==> config.mk <==
export PLATFORM = sky130hd
export DESIGN_NAME = psg_write_sched_flat
export DESIGN_NICKNAME = d
export VERILOG_FILES = /design/src/rtl/psg_pkg.sv /design/src/rtl/psg_write_sched_if.sv /design/src/rtl/psg_rr_arb.sv /design/src/rtl/psg_write_sched.sv /design/src/flat_wrapper.sv
export SDC_FILE = /design/constraint.sdc
export NUM_CORES = 1
export LEC_CHECK = 0
export ABC_AREA = 1
export CAP_MARGIN = 15
export CORE_ASPECT_RATIO = 1.2
export CORE_UTILIZATION = 39
export DETAILED_ROUTE_END_ITERATION = 7
export GPL_TIMING_DRIVEN = 1
export PLACE_DENSITY = 0.74
export SYNTH_ARGS = -nofsm -noshare
export SYNTH_HDL_FRONTEND = slang
export SYNTH_SLANG_ARGS = --single-unit
==> constraint.sdc <==
create_clock -name CLK -period 1.4 [get_ports CLK]
set_input_delay 0.14 -clock CLK [delete_from_list [all_inputs] [get_ports CLK]]
set_output_delay 0.14 -clock CLK [all_outputs]
set_load 0.01 [all_outputs]
==> src/rtl/psg_pkg.sv <==
// Shared types and command-byte field positions for the PSG write scheduler.
package psg_pkg;

  typedef enum logic [1:0] {
    IDLE    = 2'd0,
    SETUP   = 2'd1,
    STROBE  = 2'd2,
    RECOVER = 2'd3
  } state_t;

  localparam int LATCH_BIT = 7;
  localparam int TYPE_BIT  = 4;
  localparam int CH_MSB    = 6;
  localparam int CH_LSB    = 5;
  localparam logic [1:0] NOISE_CH = 2'd3;

  // A tone-frequency latch byte is followed by a data byte that must stay paired with it.
  function automatic logic is_tone_latch(input logic [7:0] b);
    return b[LATCH_BIT] && !b[TYPE_BIT] && (b[CH_MSB:CH_LSB] != NOISE_CH);
  endfunction

endpackage

==> src/rtl/psg_write_sched_if.sv <==
// Requester handshakes and PSG bus pins shared by the scheduler and its environment.
// Handshake: a byte transfers on a rising clock edge where reqN_valid and reqN_ready are both high;
// reqN_ready is only ever high while the scheduler is IDLE, and data need only be stable in that cycle.
interface psg_write_sched_if;
  logic       req0_valid;
  logic [7:0] req0_data;
  logic       req0_ready;
  logic       req1_valid;
  logic [7:0] req1_data;
  logic       req1_ready;
  logic [7:0] psg_D;
  logic       psg_nCE;
  logic       psg_nWE;
  logic       psg_READY;
  logic       busy;
  logic       grant_id;
  logic       err_timeout;

  modport master (
    output req0_valid, req0_data, req1_valid, req1_data, psg_READY,
    input  req0_ready, req1_ready, psg_D, psg_nCE, psg_nWE, busy, grant_id, err_timeout
  );

  modport slave (
    input  req0_valid, req0_data, req1_valid, req1_data, psg_READY,
    output req0_ready, req1_ready, psg_D, psg_nCE, psg_nWE, busy, grant_id, err_timeout
  );
endinterface

==> src/rtl/psg_rr_arb.sv <==
// Round-robin arbiter between two PSG requesters with a tone-pair lock that keeps
// a latch byte and its following data byte from the same requester back to back.
module psg_rr_arb
  import psg_pkg::*;
(
  input  logic       clk,
  input  logic       rst_n,
  input  logic       accept_en,
  input  logic       clear_lock,
  input  logic       valid0,
  input  logic       valid1,
  input  logic [7:0] data0,
  input  logic [7:0] data1,
  output logic       grant_valid,
  output logic       grant_id,
  output logic [7:0] grant_data
);

  logic last_grant;
  logic lock_active;
  logic lock_owner;

  // While locked the other requester is ignored, even if the owner is not valid.
  always_comb begin
    grant_valid = 1'b0;
    grant_id    = 1'b0;
    if (lock_active) begin
      grant_id    = lock_owner;
      grant_valid = lock_owner ? valid1 : valid0;
    end else if (valid0 && valid1) begin
      grant_id    = ~last_grant;
      grant_valid = 1'b1;
    end else if (valid0) begin
      grant_valid = 1'b1;
    end else if (valid1) begin
      grant_id    = 1'b1;
      grant_valid = 1'b1;
    end
  end

  assign grant_data = grant_id ? data1 : data0;

  always_ff @(posedge clk or negedge rst_n) begin
    if (!rst_n) begin
      last_grant  <= 1'b1;
      lock_active <= 1'b0;
      lock_owner  <= 1'b0;
    end else if (clear_lock) begin
      lock_active <= 1'b0;
    end else if (accept_en && grant_valid) begin
      last_grant <= grant_id;
      if (lock_active) begin
        lock_active <= 1'b0;
      end else if (is_tone_latch(grant_data)) begin
        lock_active <= 1'b1;
        lock_owner  <= grant_id;
      end
    end
  end

endmodule

==> src/rtl/psg_write_sched.sv <==
// Two-requester write scheduler driving a PSG bus with setup/strobe/recover timing.
// Optional READY watchdog enabled by defining PSG_SCHED_TIMEOUT_EN.
module psg_write_sched
  import psg_pkg::*;
#(
  parameter int SETUP_CYC   = 1,
  parameter int HOLD_CYC    = 1,
  parameter int TIMEOUT_CYC = 64
) (
  input  logic              CLK,
  input  logic              nRST,
  psg_write_sched_if.slave  bus,
  output state_t            dbg_state
);

  localparam int CW = $clog2(((TIMEOUT_CYC > 16) ? TIMEOUT_CYC : 16) + 1);

  state_t         state;
  logic [CW-1:0]  cnt;
  logic [7:0]     d_q;
  logic           nce_q;
  logic           nwe_q;
  logic           gid_q;
  logic           grant_valid;
  logic           grant_id;
  logic [7:0]     grant_data;
  logic           accept;
  logic           strobe_done;
  logic           recover_done;
  logic           abort;

  psg_rr_arb u_arb (
    .clk         (CLK),
    .rst_n       (nRST),
    .accept_en   (state == IDLE),
    .clear_lock  (abort),
    .valid0      (bus.req0_valid),
    .valid1      (bus.req1_valid),
    .data0       (bus.req0_data),
    .data1       (bus.req1_data),
    .grant_valid (grant_valid),
    .grant_id    (grant_id),
    .grant_data  (grant_data)
  );

  // Gated by nRST so no ready can be seen while reset is held.
  assign accept         = (state == IDLE) && grant_valid && nRST;
  assign bus.req0_ready = accept && !grant_id;
  assign bus.req1_ready = accept && grant_id;

  assign strobe_done  = (state == STROBE) && !bus.psg_READY;
  assign recover_done = (state == RECOVER) && bus.psg_READY && (cnt >= CW'(HOLD_CYC - 1));

  always_ff @(posedge CLK or negedge nRST) begin
    if (!nRST) begin
      state <= IDLE;
      cnt   <= '0;
      d_q   <= 8'h00;
      nce_q <= 1'b1;
      nwe_q <= 1'b1;
      gid_q <= 1'b0;
    end else begin
      case (state)
        IDLE: begin
          if (accept) begin
            d_q   <= grant_data;
            gid_q <= grant_id;
            nce_q <= 1'b0;
            cnt   <= '0;
            state <= SETUP;
          end
        end
        SETUP: begin
          if (cnt == CW'(SETUP_CYC - 1)) begin
            nwe_q <= 1'b0;
            cnt   <= '0;
            state <= STROBE;
          end else begin
            cnt <= cnt + 1'b1;
          end
        end
        STROBE: begin
          if (strobe_done) begin
            nce_q <= 1'b1;
            nwe_q <= 1'b1;
            cnt   <= '0;
            state <= RECOVER;
          end
        end
        RECOVER: begin
          if (recover_done) begin
            state <= IDLE;
          end else if (cnt != '1) begin
            cnt <= cnt + 1'b1;
          end
        end
        default: state <= IDLE;
      endcase
      if (abort) begin
        nce_q <= 1'b1;
        nwe_q <= 1'b1;
        state <= IDLE;
      end
    end
  end

`ifdef PSG_SCHED_TIMEOUT_EN
  logic [CW-1:0] wd;
  logic          err_q;

  // Watchdog spans STROBE and RECOVER together; a normal exit on the limit cycle wins.
  assign abort = ((state == STROBE) || (state == RECOVER)) &&
                 (wd >= CW'(TIMEOUT_CYC - 1)) && !strobe_done && !recover_done;

  always_ff @(posedge CLK or negedge nRST) begin
    if (!nRST) begin
      wd    <= '0;
      err_q <= 1'b0;
    end else begin
      err_q <= abort;
      if (state == SETUP) begin
        wd <= '0;
      end else if ((state == STROBE) || (state == RECOVER)) begin
        wd <= wd + 1'b1;
      end
    end
  end

  assign bus.err_timeout = err_q;
`else
  assign abort           = 1'b0;
  assign bus.err_timeout = 1'b0;
`endif

  assign bus.psg_D    = d_q;
  assign bus.psg_nCE  = nce_q;
  assign bus.psg_nWE  = nwe_q;
  assign bus.grant_id = gid_q;
  assign bus.busy     = (state != IDLE);
  assign dbg_state    = state;

endmodule

==> src/flat_wrapper.sv <==
// flat-port wrapper written by rule: the top's interface ports become plain ports
module psg_write_sched_flat import psg_pkg::*;
#(
  parameter int SETUP_CYC   = 1,
  parameter int HOLD_CYC    = 1,
  parameter int TIMEOUT_CYC = 64
)
  (CLK, nRST, dbg_state, bus_req0_valid, bus_req0_data, bus_req1_valid, bus_req1_data, bus_psg_READY, bus_req0_ready, bus_req1_ready, bus_psg_D, bus_psg_nCE, bus_psg_nWE, bus_busy, bus_grant_id, bus_err_timeout);
  psg_write_sched_if bus_i ();
  input  logic CLK;
  input  logic nRST;
  output state_t dbg_state;
  input wire logic [$bits(bus_i.req0_valid)-1:0] bus_req0_valid;
  input wire logic [$bits(bus_i.req0_data)-1:0] bus_req0_data;
  input wire logic [$bits(bus_i.req1_valid)-1:0] bus_req1_valid;
  input wire logic [$bits(bus_i.req1_data)-1:0] bus_req1_data;
  input wire logic [$bits(bus_i.psg_READY)-1:0] bus_psg_READY;
  output wire logic [$bits(bus_i.req0_ready)-1:0] bus_req0_ready;
  output wire logic [$bits(bus_i.req1_ready)-1:0] bus_req1_ready;
  output wire logic [$bits(bus_i.psg_D)-1:0] bus_psg_D;
  output wire logic [$bits(bus_i.psg_nCE)-1:0] bus_psg_nCE;
  output wire logic [$bits(bus_i.psg_nWE)-1:0] bus_psg_nWE;
  output wire logic [$bits(bus_i.busy)-1:0] bus_busy;
  output wire logic [$bits(bus_i.grant_id)-1:0] bus_grant_id;
  output wire logic [$bits(bus_i.err_timeout)-1:0] bus_err_timeout;
  assign bus_i.req0_valid = bus_req0_valid;
  assign bus_i.req0_data = bus_req0_data;
  assign bus_i.req1_valid = bus_req1_valid;
  assign bus_i.req1_data = bus_req1_data;
  assign bus_i.psg_READY = bus_psg_READY;
  assign bus_req0_ready = bus_i.req0_ready;
  assign bus_req1_ready = bus_i.req1_ready;
  assign bus_psg_D = bus_i.psg_D;
  assign bus_psg_nCE = bus_i.psg_nCE;
  assign bus_psg_nWE = bus_i.psg_nWE;
  assign bus_busy = bus_i.busy;
  assign bus_grant_id = bus_i.grant_id;
  assign bus_err_timeout = bus_i.err_timeout;
  psg_write_sched #(.SETUP_CYC(SETUP_CYC), .HOLD_CYC(HOLD_CYC), .TIMEOUT_CYC(TIMEOUT_CYC)) u_core (.CLK(CLK), .nRST(nRST), .bus(bus_i), .dbg_state(dbg_state));
endmodule
After elaboration in Yosys (flattened, before gate mapping)
Index checks and enable logic that the tools add are counted.
{"block": "totals", "wordCells": 75, "ff_bits": 23, "input_bits": 21, "output_inout_bits": 17}
{"block": "op_classes", "n_reduce_logical": 24, "order_cmp": 1, "add_sub_neg": 1, "n_mux": 27, "bitwise": 2, "n_eq_ne": 11}
{"operator": "two-way mux 7 bit", "n": 5}
{"operator": "case mux 7 bit (4 select lines)", "n": 1}
{"operator": "two-way mux 1 bit", "n": 13}
{"operator": "logical AND 1 bit", "n": 10}
{"operator": "AND reduction 3 bit", "n": 3}
{"operator": "two-way mux 2 bit", "n": 4}
{"operator": "two-way mux 8 bit", "n": 1}
{"operator": "inequality test 2 x 1 -> 1 bit, second input constant", "n": 4}
{"operator": "case mux 2 bit (4 select lines)", "n": 1}
{"operator": "AND reduction 4 bit", "n": 2}
{"operator": "adder 7 x 1 -> 7 bit, second input constant", "n": 1}
{"operator": "greater-or-equal comparator 7 x 1 -> 1 bit, second input constant", "n": 1}
{"operator": "logical NOT 7 bit", "n": 1}
{"operator": "inequality test 7 bit, second input constant", "n": 1}
{"operator": "inequality test 2 bit, second input constant", "n": 3}
{"operator": "nonzero test 2 bit", "n": 3}
{"operator": "equality test 2 bit, second input constant", "n": 2}
{"operator": "case mux 1 bit (2 select lines)", "n": 2}
{"operator": "logical NOT 1 bit", "n": 3}
{"operator": "equality test 2 x 1 -> 1 bit, second input constant", "n": 1}
{"operator": "logical NOT 2 bit", "n": 1}
{"operator": "NOT 1 bit", "n": 2}
{"operator": "AND reduction 2 bit", "n": 1}

Logic depth before layout (Yosys ltp)
{"block": "depth", "depth_word": 10, "depth_mapped": 9, "depth_no_buf": 9}

By module
A second synthesis with hierarchy kept.
{"block": "hier_totals", "cells_unflattened": 194, "area_unflattened_um2": 1517.7}
{"mod": "psg_write_sched", "n_inst": 1, "cells_per_inst": 133, "seq_area_each_um2": 503.0, "area_per_inst_um2": 1137.3}
{"mod": "psg_rr_arb", "n_inst": 1, "cells_per_inst": 61, "seq_area_each_um2": 76.3, "area_per_inst_um2": 380.4}

Least setup slack after synthesis
Ideal clock, no wire load.
{"block": "synth_path", "path_type": "reg2reg", "start": "register u_core.state[0] (netlist: u_core.dbg_state[0])", "end": "register u_core.state[0] (netlist: u_core.dbg_state[0])", "period_less_slack_ps": 1399, "t_required_ps": 1283, "path_slack_ps": 1, "t_arrival_ps": 1282, "n_path_buf": 0, "setup_ps": 117, "path_stages_with_launch": 9, "path_cell_list": "dfrtp_1 > inv_1 > ha_1 > nand2_1 > inv_1 > a21oi_2 > nand3_1 > nand2_1 > nand2_1"}
{"block": "synth_between", "elab_chain_len": 5, "elab_cells_between_ends": 15, "classes_between": "eq/ne: 7; mux: 1; reduce/logical: 7"}
{"element": "start, declared", "line_no": "psg_write_sched.sv:18", "source": "state_t state;"}
{"element": "start signal, assigned", "line_no": "psg_write_sched.sv:56", "source": "state <= IDLE;"}
{"element": "start signal, assigned", "line_no": "psg_write_sched.sv:70", "source": "state <= SETUP;"}
{"element": "start signal, assigned", "line_no": "psg_write_sched.sv:77", "source": "state <= STROBE;"}
{"element": "equality test 2 bit or logical NOT 2 bit (tied branches)", "line_no": "psg_write_sched.sv:52, psg_write_sched.sv:63, psg_write_sched.sv:47"}
{"element": "logical AND 1 bit (on tied branches) (2 in series)", "line_no": "psg_write_sched.sv:52, psg_write_sched.sv:47"}
{"element": "inequality test 2 x 1 -> 1 bit (no source line)"}
{"element": "AND reduction 4 bit (no source line)"}
Parallel ways exist; a longest one is shown, timed or not.
A chain may end at the register's enable or synchronous reset.

Final worst setup path
{"block": "layout_path", "start": "register u_core.u_arb.lock_active", "end": "register u_core.cnt[5]"}
{"block": "layout_between", "elab_chain_len": 5}
{"element": "start, declared", "line_no": "psg_rr_arb.sv:20", "source": "logic lock_active;"}
{"element": "start signal, assigned", "line_no": "psg_rr_arb.sv:46", "source": "lock_active <= 1'b0;"}
{"element": "start signal, assigned", "line_no": "psg_rr_arb.sv:49", "source": "lock_active <= 1'b0;"}
{"element": "start signal, assigned", "line_no": "psg_rr_arb.sv:53", "source": "lock_active <= 1'b0;"}
{"element": "two-way mux 1 bit", "line_no": "psg_rr_arb.sv:27", "source": "if (lock_active) begin"}
{"element": "logical AND 1 bit (2 in series)", "line_no": "psg_write_sched.sv:47", "source": "assign accept = (state == IDLE) && grant_valid && nRST;"}
{"element": "inequality test 2 x 1 -> 1 bit (no source line)"}
{"element": "AND reduction 4 bit (no source line)"}
{"element": "end signal, assigned", "line_no": "psg_write_sched.sv:79", "source": "cnt <= cnt + 1'b1;"}
{"element": "end signal, assigned", "line_no": "psg_write_sched.sv:94", "source": "cnt <= cnt + 1'b1;"}
{"element": "end, declared", "line_no": "psg_write_sched.sv:19", "source": "logic [CW-1:0] cnt;"}
Every way passes these cells.

==> results.tsv <==
stage	metric	value	unit
sta	Final period util	108	%
setup_path	CP max-delay cell	dfrtp_1	
clocking	cts bufs inserted	3	
logic_synthesis	cells after synthesis	187	
sta	Setup violations, final	15	
logic_synthesis	top cell type's share of synthesized area	35.3	%
place	DP HPWL	2.56	mm
logic_synthesis	syn avg cell area	7.58	um^2
clocking	clk_lat worst skew	260	ps
layout	layout cells sized above 1	45.2	%
sta	pins over their slew limit	0	
power	Logic pwr share	66.3	%
power	Sw Ratio	42.8	%
place	post-placement cell count	286	
clocking	root buf cell	clkbuf_8	
sta	clk_skew	3.74	ps
logic_synthesis	Yosys warning total	0	
power	clock power share	9.2	%
die	Initial Utilization	41.7	%
setup_path	CP arrival	1670	ps
sta	Hold Vio Cnt, Final	0	
logic_synthesis	synthesized flop and latch total	23	
die	die area	0.00388	mm^2
clocking	Bufs on Longest Clock Path	2	
route	via/cell ratio	5.03	
power	Leak	0.00117	uW
route	# DRC	4	
layout	commonest non-fill, non-tap cell in the layout	nand2_1	
logic_synthesis	post-synthesis cell type count	26	
die	IO Count	38	
route	Initial DRC Count	37	
sta	setup TNS	-1040	ps
clocking	clock sinks	23	
layout	Final Net Count	291	
logic_synthesis	cell taking the most area after synthesis	dfrtp_1	
setup_path	cell chain of the critical path	inv_2, o21ai_2, nand2_2, nand3_4, buf_8, nand2_8, nand3_4, nand2_2, nand2_2	
setup_path	worst path required time	1560	ps
min_path	Hold Path Class	primary input to flop	
clocking	clock-pin slew on the worst setup and hold paths	90	ps
setup_path	most used cell, CP	nand2_2	
status	failing checks	DRC, setup timing	
layout	ant diodes	0	
clocking	htree depth	1	
grt	initial antenna violation count	0	
layout	most frequent cells in the layout	52 x nand2_1, 32 x buf_4, 29 x clkdlybuf4s50_1	
logic_synthesis	Netlist Area Pre-Place	0.00142	mm^2
grt	GRT Overall Usage	20.4	%
die	Die Ht	68.0	um
die	Core Rows	23	
grt	GR Overflow Total	0	
setup_path	Worst setup SP type	flop	
setup_path	Worst setup EP type	flop	
setup_path	critical path buffer and inverter count	2	
power	register share of total power	24.5	%
status	status	finished with violations	
grt	first-pass GRT wire length	6.04	mm
logic_synthesis	Synth area leaders	dfrtp_1 35%, nand2_1 19%, nand3_1 6.7%	
setup_path	crit path max fanout	7	
route	Routed WL	4.19	mm
layout	Non-Filler Instances	300	
setup_path	Top delay family on crit path	simple AND/OR/NAND/NOR gates	
grt	vias in the first global route	1390	
clocking	CTS tree	yes	
sta	RSZ-0062 raised after global routing	true	
run	max cap viols	0	
setup_path	slowest stage delay, CP	420	ps
layout	Layout area overhead	70.6	%
sta	min Tclk post-route	1510	ps
die	core area	0.00340	mm^2
logic_synthesis	Seq/Total Area, Yosys	40.9	%
setup_path	critical path type	flop to flop	
sta	fin worst setup slack	-115	ps
sta	fmax	660	MHz
power	Psw	1930	uW
route	Routed Antenna Nets	0	
power	Pwr Total	4500	uW
power	PwrDens	1860	mW/mm^2
route	DR vias	1510	
power	internal power	2580	uW
die	Die W	57.0	um
route	Avg WL per Cell	14.0	um
grt	largest net degree at the start of global routing	24	
place	port bufs	36	
place	placer congestion estimate	0.882	
power	Worst IR Drop VDD	1.15	mV
logic_synthesis	Synthesized Nets	214	
route	DR pass1 iterations	6	
## worst register-to-register path: stages (launching register included)
cell and delay (ps):
dfrtp_1 420, inv_2 110, o21ai_2 80, nand2_2 120
nand3_4 130, buf_8 170, nand2_8 80, nand3_4 130
nand2_2 120, nand2_2 50
## logic make-up after synthesis
kind of cell | after synthesis | synth area share (%)
compound gates | 16 | 6.53
buf+inv | 20 | 5.83
simple gates | 118 | 39.4
fa+ha+maj | 6 | 5.30
flops | 23 | 40.9
other cells | 1 | 0.265
xor+xnor | 3 | 1.85
## stage by stage
| step | setup WS [ps] | instance area (um^2) | hold slack (ps) | utilization (%) |
|---|---|---|---|---|
| after CTS | -64.3 | 2200 | 430 | 64.7 |
| after detailed placement | -341 | 2020 | 473 | 59.5 |
| after global placement | -327 | 2020 | 458 | 59.5 |
| after global routing | -169 | 2420 | 444 | 71.2 |
| final | -115 | 2420 | 442 | 71.2 |
| after floorplan | 0.634 | 1420 | -156 | - |
## synth_stat cells
cell type,instances
nand2_1,73
nand4_1,2
a21boi_0,1
nand3_1,19
o21ai_0,1
o21ai_1,6
ha_1,6
conb_1,1
nor2_1,5
a22oi_1,1
nor2_2,4
a21oi_2,1
a21oi_1,5
nand3_2,2
dfrtp_1,20
nand3b_1,3
nand3_4,2
buf_4,2
nand2_4,1
xor2_1,3
o21ai_2,1
dfstp_2,3
inv_1,16
inv_2,2
nand2_2,6
or2_2,1
## routing by layer
| layer | wire [um] | GRT usage [%] | vias to the layer above |
|---|---|---|---|
| li1 | - | - | 756 |
| met1 | 1650 | 23.9 | 713 |
| met2 | 2330 | 38.1 | 35 |
| met3 | 156 | 3.02 | 6 |
| met4 | 59 | 6.71 | 0 |
| met5 | 0 | 0 | - |
## final cells by class
cell class	instances	area, um^2
Tap cell	37	46.3
Timing Repair Buffer	74	668
Inverter	18	72.6
Fill cell	263	977
Clock buffer	3	41.3
Clock inverter	1	5.00
Multi-Input combinational cell	144	1010
Sequential cell	23	579
## power by group through the flow
stage / Clock (uW) / Sequential, uW / Combinational [uW]
finish: 414 / 1100 / 2990
floorplan: 0 / 1180 / 1020
global route: 448 / 1130 / 3280
CTS: 432 / 1080 / 2500
global placement: 0 / 1090 / 2180
detailed placement: 0 / 1090 / 2210
## timing repair
| action | 4_1_cts | 5_1_grt |
|---|---|---|
| pin swaps | 10 | 23 |
| hold buffers | 0 | 0 |
| setup endpoints to repair | 20 | 21 |
| resized for setup | 44 | 51 |
| setup buffers | 7 | 5 |
## registers in the layout (all words and copies together), names as in the netlist
signal                    flops
u_core.bus.grant_id           1
u_core.bus.psg_D              8
u_core.bus.psg_nCE            1
u_core.bus.psg_nWE            1
u_core.cnt                    7
u_core.dbg_state              2
u_core.u_arb.last_grant       1
u_core.u_arb.lock_active      1
u_core.u_arb.lock_owner       1
## path summary, 6_finish.rpt
| check | from | endpoint | slack, ps | cells past startpoint |
|---|---|---|---|---|
| max in group asynchronous | nRST | u_core.bus.psg_nWE | 610 | 3 |
| worst max register to register | u_core.u_arb.lock_active | u_core.cnt[5] | -110 | 9 |
| min in group asynchronous | nRST | u_core.bus.psg_D[4] | 510 | 3 |
| worst min-delay path | bus_req0_data[3] | u_core.bus.psg_D[3] | 440 | 3 |
| worst max-delay path | u_core.u_arb.lock_active | u_core.cnt[5] | -110 | 9 |
| worst min register to register | u_core.bus.psg_nCE | u_core.bus.psg_nCE | 470 | 2 |
No activity file was read; power rests on OpenSTA's default activity.
==> RTL change, RTL diff (same settings) <==
`TIMEOUT_CYC` is set to 64 in 2 places; all go to 128.
--- a/src/rtl/psg_write_sched.sv
+++ b/src/rtl/psg_write_sched.sv
@@ -5,7 +5,7 @@
 #(
   parameter int SETUP_CYC   = 1,
   parameter int HOLD_CYC    = 1,
-  parameter int TIMEOUT_CYC = 64
+  parameter int TIMEOUT_CYC = 128
 ) (
   input  logic              CLK,
   input  logic              nRST,
--- a/src/flat_wrapper.sv
+++ b/src/flat_wrapper.sv
@@ -3,7 +3,7 @@
 #(
   parameter int SETUP_CYC   = 1,
   parameter int HOLD_CYC    = 1,
-  parameter int TIMEOUT_CYC = 64
+  parameter int TIMEOUT_CYC = 128
 )
   (CLK, nRST, dbg_state, bus_req0_valid, bus_req0_data, bus_req1_valid, bus_req1_data, bus_psg_READY, bus_req0_ready, bus_req1_ready, bus_psg_D, bus_psg_nCE, bus_psg_nWE, bus_busy, bus_grant_id, bus_err_timeout);
   psg_write_sched_if bus_i ();
Behaviour: same outputs for any inputs over 10 cycles, from zero or initial values and one cycle with nRST low; that may be too few to reach the edited logic, so the function may still have changed.
==> RTL change against the original RTL <==
The run ends with setup timing left; area after synthesis grew 8.2%; cell area grew 4.1%; wire length grew 2.4%; power grew 5.9%; sequential cell count grew 1; setup slack gained 0.051 ns; utilization shrank 3.0 points; largest power group unchanged.
==> RTL change: results (changes against the original RTL) <==
The run finished, with violations left. The number of iterations in the first detailed-routing pass is 4 (-2), and the final total negative setup slack is -0.352 ns (+0.686 ns). The logs give 6650 um (+10%) for the wire length of the first global-routing pass and 319 (+12%) for the cell count after placement.

The run gives 1.27 nW (+7.9%) as the leakage dissipation. The clock transition at the registers of the reported paths was 0.09 ns (about the same); the post-CTS setup-driven buffer insertion count was 4 (-3). Compound-gate portion of the synthesized area: 0.0661 (+0.000755).

The tools report the launch point of the worst reg-to-reg path as u_core.u_arb.last_grant. The tools report the capture point of the worst reg-to-reg path as u_core.u_arb.lock_owner. The largest fanout on the critical path is 3 (-4). The checks that failed: setup timing.

The path depth of the worst reg2reg path was 10 (+1); the part of the Yosys area used for sequential elements was 0.394 (-0.0147). Number of resized instances in the post-cts repair step: 41 (-6.8%). By area the synthesized netlist is led by sky130_fd_sc_hd__dfrtp_1 34%, sky130_fd_sc_hd__nand2_1 20%, sky130_fd_sc_hd__nand3_1 7.8%. The share of cells above drive strength 1 is 0.381 (-0.0717), and the final worst clock skew is 0.00182 ns (-0.00192 ns). The synthesized area divided by synthesized cell count is 7.48 um^2 (-1.3%), and the average detailed-routed wire length per instance is 12.9 um (-7.7%).

The adder-cell area share of the yosys netlist is 0.0489 (-0.00402), and the distinct cell type count after synthesis is 27 (+3.8%). The global-route usage over all layers is 0.205 (+0.00115), and the post-synthesis share of cell area spent on xor and xnor gates is 0 (-0.0185). The tools report the peak supply drop as 1.09 mV (-5.8%). For the number of DRC violations after detailed-routing iteration 0, the log shows 73 (+97%). The pin count of the biggest net entering global routing is 16 (-33%), and the total setup violations reported at the end of the flow is 13 (-2). The count of vias placed by the detailed router was 1605 (+6.3%); the post-detailed-placement half-perimeter wirelength was 2870 um (+12%). The run gives 4300 um (+2.4%) as the final routed wirelength across all metal layers. The number of filler cells placed in the layout was 286 (+8.7%); the net count reported at finish was 309 (+6.2%). The minimum setup slack in the final design came out at -0.0641 ns (+0.0507 ns). The run gives 0.791 (-10%) as the final RePlAce weighted congestion.

Number of nets produced by synthesis: 232 (+8.4%). The kind of cell adding the most delay to the critical path is flip-flops. In this run the worst hold path is classified as input pin to asynchronous set/reset pin. Post-place instance area: 2170 um^2 (+7.6%). The commonest cells after synthesis are 82 x sky130_fd_sc_hd__nand2_1, 24 x sky130_fd_sc_hd__nand3_1, 21 x sky130_fd_sc_hd__dfrtp_1, 16 x sky130_fd_sc_hd__inv_1, 7 x sky130_fd_sc_hd__nor2_1. The largest single stage delay on the critical path is 0.41 ns.

The run gives 1.92 mW (-0.49%) as the switching power.
RTL change: layout make-up:
class	count	area [um^2]	share of cell area
Multi-Input combinational cell	160	1010	0.399
Timing Repair Buffer	75	702	0.279
Sequential cell	24	604	0.240
Inverter	18	70.1	0.0278
Tap cell	52	65.1	0.0258
Clock buffer	3	41.3	0.0164
Clock inverter	1	30.0	0.0119
RTL change: worst max-delay path by stage:
stage                                         from                  end
after floorplan                u_core.dbg_state[0]  u_core.dbg_state[0]
after global placement              bus_req1_valid       bus_req1_ready
after detailed placement            bus_req1_valid       bus_req1_ready
after CTS                 u_core.u_arb.lock_active       bus_req0_ready
after global routing      u_core.u_arb.lock_active       bus_req0_ready
final                     u_core.u_arb.lock_active       bus_req0_ready
RTL change: stage by stage:
stage / hold slack (ns) / worst slack, ns / util / total power [mW]
detailed placement: 0.465 / -0.401 / 0.588 / 3.53
global route: 0.345 / -0.154 / 0.682 / 5.09
global placement: 0.459 / -0.361 / 0.588 / 3.51
floorplan: -0.156 / 0.00678 / - / 2.33
CTS: 0.319 / -0.0479 / 0.633 / 4.32
finish: 0.321 / -0.0641 / 0.682 / 4.77
RTL change: power by group through the flow:
stage | combinational [mW] | sequential [mW] | clock [mW]
detailed placement | 2.41 | 1.12 | 0
global route | 3.29 | 1.16 | 0.645
CTS | 2.58 | 1.12 | 0.625
global placement | 2.40 | 1.11 | 0
finish | 3.03 | 1.13 | 0.612
floorplan | 1.12 | 1.21 | 0
RTL change: layer usage:
| metal | GRT usage | wire length (um) |
|---|---|---|
| met5 | 0 | 0 |
| met3 | 0.0256 | 178 |
| met4 | 0.0476 | 35 |
| met2 | 0.388 | 2380 |
| met1 | 0.235 | 1700 |
